<file path="config.mk">
export PLATFORM = sky130hd
export DESIGN_NAME = decode_dispatch_queue
export DESIGN_NICKNAME = d
export VERILOG_FILES = /design/src/rtl/decode_dispatch_queue_pkg.sv /design/src/rtl/decode_dispatch_queue_ptr.sv /design/src/rtl/decode_dispatch_queue.sv
export SDC_FILE = /design/constraint.sdc
export NUM_CORES = 1
export LEC_CHECK = 0
export ABC_AREA = 1
export CAP_MARGIN = 20
export CORE_ASPECT_RATIO = 0.8
export CORE_UTILIZATION = 30
export CTS_CLUSTER_DIAMETER = 100
export CTS_CLUSTER_SIZE = 25
export DETAILED_ROUTE_END_ITERATION = 16
export GPL_TIMING_DRIVEN = 0
export SETUP_SLACK_MARGIN = 0.1
export SYNTH_ARGS = -nofsm -noshare
export SYNTH_HDL_FRONTEND = slang
export SYNTH_HIERARCHICAL = 1
export SYNTH_SLANG_ARGS = --single-unit
</file>
<file path="constraint.sdc">
create_clock -name clk -period 15.75 [get_ports clk]
set_input_delay 3.15 -clock clk [delete_from_list [all_inputs] [get_ports clk]]
set_output_delay 3.15 -clock clk [all_outputs]
set_load 0.005 [all_outputs]
</file>
<file path="src/rtl/decode_dispatch_queue_pkg.sv">
// Shared types for the decode/dispatch queue: the decoded micro-op bundle and its command encodings.
package dq_pkg;

  localparam int PC_W = 64;

  localparam logic [2:0] CT_ALU   = 3'd0;
  localparam logic [2:0] CT_STORE = 3'd1;
  localparam logic [2:0] CT_BCOND = 3'd3;
  localparam logic [2:0] CT_CBZ   = 3'd5;
  localparam logic [2:0] CT_BR    = 3'd6;
  localparam logic [2:0] CT_BL    = 3'd7;

  typedef struct packed {
    logic [PC_W-1:0] pc;
    logic [4:0]      regRD;
    logic            regWrite;
    logic            memWrite;
    logic            read_enable;
    logic            memToReg;
    logic            ALUSrc;
    logic [2:0]      ALUOp;
    logic [1:0]      whichMath;
    logic            leftShift;
    logic            mult;
    logic            div;
    logic            saveCond;
    logic            needToForward;
    logic            uncondBr;
    logic            brTaken;
    logic            BRMI;
    logic            valueToStore;
    logic            dOrImm;
    logic            reg2Loc;
    logic [2:0]      commandType;
  } uop_t;

  localparam int UOP_W = $bits(uop_t);

  // A register-indirect branch must not dispatch past in-flight ops.
  function automatic logic is_serialising(input uop_t u);
    return u.BRMI;
  endfunction

endpackage

</file>
<file path="src/rtl/decode_dispatch_queue_ptr.sv">
// Wrap-around queue pointer: increments modulo 2**W, clear has priority over increment.
module dq_ptr #(
  parameter int W = 3
) (
  input  logic         clk,
  input  logic         reset,
  input  logic         clr_i,
  input  logic         inc_i,
  output logic [W-1:0] ptr_o
);

  logic [W-1:0] ptr_q, ptr_d;

  always_comb begin
    ptr_d = ptr_q;
    if (clr_i)      ptr_d = '0;
    else if (inc_i) ptr_d = ptr_q + 1'b1;
  end

  always_ff @(posedge clk or posedge reset) begin
    if (reset) ptr_q <= '0;
    else       ptr_q <= ptr_d;
  end

  assign ptr_o = ptr_q;

endmodule

</file>
<file path="src/rtl/decode_dispatch_queue.sv">
// Elastic FIFO of decoded uops between decode and rename/dispatch, flushable on redirect.
// Optional same-cycle bypass of an empty queue when DQ_BYPASS_EN is defined.
module decode_dispatch_queue
  import dq_pkg::*;
#(
  parameter int DEPTH = 8
) (
  input  logic                     clk,
  input  logic                     reset,
  input  logic                     in_valid,
  input  uop_t                     in_uop,
  output logic                     in_ready,
  output logic                     out_valid,
  output uop_t                     out_uop,
  input  logic                     out_ready,
  input  logic                     flush,
  input  logic                     rob_empty,
  output logic [$clog2(DEPTH):0]   count
);

  localparam int PTR_W = $clog2(DEPTH);
  localparam int CNT_W = PTR_W + 1;
  localparam logic [CNT_W-1:0] FULL_C = CNT_W'(DEPTH);

  uop_t             mem [DEPTH];
  logic [PTR_W-1:0] head, tail;
  logic [CNT_W-1:0] count_q, count_d;
  uop_t             head_uop;
  logic             q_valid, bypass, push, pop;

  assign head_uop = mem[head];
  assign in_ready = (count_q != FULL_C);
  assign q_valid  = (count_q != '0) & ~(is_serialising(head_uop) & ~rob_empty);

`ifdef DQ_BYPASS_EN
  assign bypass = (count_q == '0) & in_valid & out_ready & ~flush & ~is_serialising(in_uop);
`else
  assign bypass = 1'b0;
`endif

  // A bypassed uop never touches storage, so it is neither a push nor a pop.
  assign push = in_valid & in_ready & ~bypass;
  assign pop  = q_valid & out_ready;

  assign out_valid = q_valid | bypass;
  assign out_uop   = bypass ? in_uop : (q_valid ? head_uop : '0);
  assign count     = count_q;

  always_comb begin
    count_d = count_q;
    if (flush)            count_d = '0;
    else if (push & ~pop) count_d = count_q + 1'b1;
    else if (pop & ~push) count_d = count_q - 1'b1;
  end

  always_ff @(posedge clk or posedge reset) begin
    if (reset) count_q <= '0;
    else       count_q <= count_d;
  end

  always_ff @(posedge clk) begin
    if (push && !flush) mem[tail] <= in_uop;
  end

  dq_ptr #(.W(PTR_W)) u_head (
    .clk   (clk),
    .reset (reset),
    .clr_i (flush),
    .inc_i (pop),
    .ptr_o (head)
  );

  dq_ptr #(.W(PTR_W)) u_tail (
    .clk   (clk),
    .reset (reset),
    .clr_i (flush),
    .inc_i (push),
    .ptr_o (tail)
  );

  a_no_underflow: assert property (@(posedge clk) disable iff (reset) !(pop && count_q == '0));
  a_no_overflow:  assert property (@(posedge clk) disable iff (reset) !(push && count_q == FULL_C));

endmodule
</file>
==> results of run 1 <==
[through the flow]
step,cells,util (%),area (µm²)
finish,3814,35.8,35300
global route,3812,35.8,35200
CTS,3811,35.8,35200
detailed placement,3763,34.7,34200
global placement,3731,33.9,33400
floorplan,2222,-,29800
[placed cells by master (no fill, tap or decap), drive strengths merged, types with 34 or more instances in the layout]
| cell type | netlist | routed |
|---|---|---|
| clkdlybuf4s50 | 0 | 197 |
| buf | 113 | 145 |
| inv | 28 | 34 |
| o21ai | 94 | 94 |
| a21oi | 188 | 188 |
| nor2 | 116 | 116 |
| nand2 | 680 | 680 |
| edfxtp | 744 | 744 |
| a32oi | 92 | 92 |
| a32o | 92 | 92 |
| clkbuf | 40 | 79 |
[layout make-up]
class                   instances  area (µm²)  area share (%)
diodes                          3        7.51          0.0213
plain buffers                 153         778            2.21
clock buffers                  39         976            2.77
clock inverters                 9         100           0.284
inverters                      28         105           0.298
multi-input cells            1287        6420            18.2
flip-flops and latches        754       22600            64.1
well taps                    1312        1640            4.66
repair buffers                229        2640            7.47
[power groups by stage]
stage	Sequential, mW	Combinational, mW	Clock, mW
after floorplan	2.34	1.01	0
after global placement	2.35	1.93	0
after detailed placement	2.34	1.97	0
after CTS	2.29	1.97	1.11
after global routing	2.30	2.13	1.17
final	2.29	1.95	1.09
[cell families after synthesis]
kind of cell	after synthesis
AO/OA/AOI/OAI	466
buffers and inverters	181
AND/OR/NAND/NOR	814
adder cells (fa/ha/maj)	5
flip-flops	754
XOR/XNOR	2
[metal layers]
metal,share of wire [%],up-vias,wire (µm),GRT usage (%)
li1,-,8687,-,-
met1,44,9495,37500,23.2
met2,47,644,39600,26.4
met3,7.3,97,6240,3.10
met4,1.8,12,1500,3.71
met5,0.10,-,87,0
[how the worst max path moves through the flow]
stage | slack [ns] | start | end
4_1_cts | 7.00 | rob_empty | out_uop[36]
6_report | 7.10 | rob_empty | out_uop[2]
3_5_place_dp | 7.01 | rob_empty | out_uop[36]
2_1_floorplan | 7.89 | in_valid | mem[0][0]$_DFFE_PP_
3_3_place_gp | 2.95 | flush | mem[3][55]$_DFFE_PP_
5_1_grt | 6.89 | rob_empty | out_uop[36]
[sequential cells by signal, summed over array words and instances, names as in the netlist]
signal        flops
u_tail/ptr_o      3
count             4
mem             744
u_head/ptr_o      3
[tightest hold or removal path, delay by kind of cell (launching register included)]
| kind | cells | cell delay (ns) |
|---|---|---|
| flops | 1 | 0.43 |
| simple gates | 2 | 0.12 |
==> metrics.yaml, run 1 <==
outcome:
  status: "completed"
flow_run:
  drv_cap: 0
logic_synthesis:
  postSynth.topFlopCell: "edfxtp_1"
  post-synth-top-count-cell: "edfxtp_1"
  synth.lib_cells_used.distinct: 28
  yosysWarningCount: 6
  netlist.area_leader.share_pct: 74.9
  post_synth_mux_area_share_pct: 0
  seq_area_frac_synth_pct: 75.7
  yosysTopAreaCell: "edfxtp_1"
  postSynthCellCount: 2222
  synth.ff_latch_count: 754
  yosys.area_share.simple_pct: 10.5
  synth.avg_cell_area_um2: 13.4
  main_combinational_cell_family_by_area_after_synthesis: "compound AO/OA/AOI/OAI gates"
  synthTopCellsByArea: "edfxtp_1 75%, nand2_1 8.5%, a21oi_1 3.2%"
  post_synth_xor_area_fraction_pct: 0.0587
  ys_async_sr_fraction_pct: 1.33
  count_of_flip_flops_with_a_built_in_enable_after_synthesis: 744
  synthesis.nets: 2326
  synth_compound_gate_area_share_pct: 10.5
  synth_commonest_cells: "744 x edfxtp_1, 678 x nand2_1, 188 x a21oi_1"
  synth_adder_area_share_pct: 0.235
  mappedNetlistArea_um2: 29800
grt:
  via_count_of_the_first_global_routing_pass: 18300
  grt.overflow.total: 0
  antenna_violations_before_repair: 9
  grt_max_degree: 28
  grt_util_all_layers_pct: 16.5
  global_route_wire_length_before_repair_um: 124000
routing:
  drcViolationCount: 0
  detailedRoute.firstPassIterationCount: 6
  detail-route-antenna-nets: 0
  drt-vias-per-instance: 4.96
  via_count: 18900
  wire_per_inst_um: 22.3
  postRouteWirelength_um: 84900
  initialDrtViolationCount: 1934
place:
  dpl.hpwl_um: 55400
  globalplace.congestion: 0.746
  detailedPlace.worstSlack_ns: 7.01
  port-buffer-count: 197
worst_hold_path:
  hold_path_end: "count[1]$_DFFE_PP0P_"
  worst_hold_startpoint: "count[1]$_DFFE_PP0P_"
  hold_path_depth: 2
  hold_path.class: "flop to flop"
timing:
  post-route-min-period_ns: 8.65
  slew_viol_final: 0
  timing.final.hold_violations: 0
  timing_worst_slew_pin_value_ns: 0.850
  timing.slew.headroom_pct: 43.3
  setup_total_negative_slack_ns: 0
  finalCritPeriodShare_pct: 54.9
  finalSetupViolations: 0
  setup_ws_post_layout_ns: 7.10
  rsz0062_at_grt: "no"
  skew_ns: 0.0322
  holdWs_ns: 0.580
  fmax_mhz: 116
setup_path:
  timing.reg2reg.worst_path_depth: 9
  critical_path_required_ns: 12.60
  cp_slowest_cell: "clkdlybuf4s50_1"
  critical_path_class: "input pin to primary output"
  cpLargestDelayFamily: "buffers and inverters"
  timing.critical_path.from_type: "input pin"
  timing.rr.start: "count[0]$_DFFE_PP0P_"
  crit_path_max_incr_delay_ns: 0.62
  cp_data_arrival_time_ns: 5.50
  timing.rr.end: "mem[1][59]$_DFFE_PP_"
  cpMostUsedCell: "clkdlybuf4s50_1"
  crit_buf_inv: 4
  critical_path_depth: 7
  element_type_at_the_critical_path_end: "primary output"
  crit_chain: "clkdlybuf4s50_1 -> inv_1 -> nand3_2 -> nand2_1 -> buf_2 -> nor2_1 -> clkdlybuf4s50_1"
  critPathMaxFanout: 10
  setup.reg_to_reg.worst_slack_ns: 13.07
pwr:
  clockPowerShare_pct: 20.5
  vdd_drop_max_mv: 0.0760
  overall_power_mw: 5.33
  power_density_nw_per_um2: 151
  power_frac_seq_pct: 43.0
  share_comb_of_total_power_pct: 36.5
  cell_internal_pwr_mw: 3.49
  switching_power_mw: 1.84
  sw_frac_of_total_pct: 34.6
  cellLeakagePower_nw: 11.6
clocking:
  register_clock_pin_slew_on_the_reported_worst_setup_and_hold_paths_ns: 0.09
  htree_num_levels: 2
  clkSinkCount: 754
  clk_root_buffer_cell: "clkbuf_16"
  tritoncts: "yes"
  postCtsResizedCells: 0
  post-cts-setup-buffers: 0
  cts_buffers: 38
  cts.path.max_buffers: 3
  clk-insertion-delay-late_ns: 0.60
  cts-hold-fix-buffers: 0
finish:
  areaGrowthSynthToFinish_pct: 18.2
  filler_instances: 9487
  nets: 2595
  post_route_cells_drive_above_1_share_pct: 7.96
floorplan:
  top_level_ports: 198
  core_area_um2: 98600
  design.die.area_um2: 101000
  die_y_um: 284
  std_cell_rows: 103
  initial_core_util_pct: 30.3
  fp.dieW_um: 355
Power figures use the tool's default switching activity.
==> run 2: changes to the inputs <==
==> constraint.sdc (replaced) <==
create_clock -name clk -period 8.9 [get_ports clk]
set_input_delay 1.78 -clock clk [delete_from_list [all_inputs] [get_ports clk]]
set_output_delay 1.78 -clock clk [all_outputs]
set_load 0.005 [all_outputs]
==> results of run 2 <==
The final DEF is identical to that of run 1. Status: completed.
Main changes from that run: setup slack after placement 7.01 ns -> 2.90 ns; setup slack after layout 7.10 ns -> 2.99 ns; register-to-register setup slack 13.07 ns -> 6.22 ns; total power 5.33 mW -> 9.43 mW; worst IR drop on VDD 0.0760 mV -> 0.135 mV
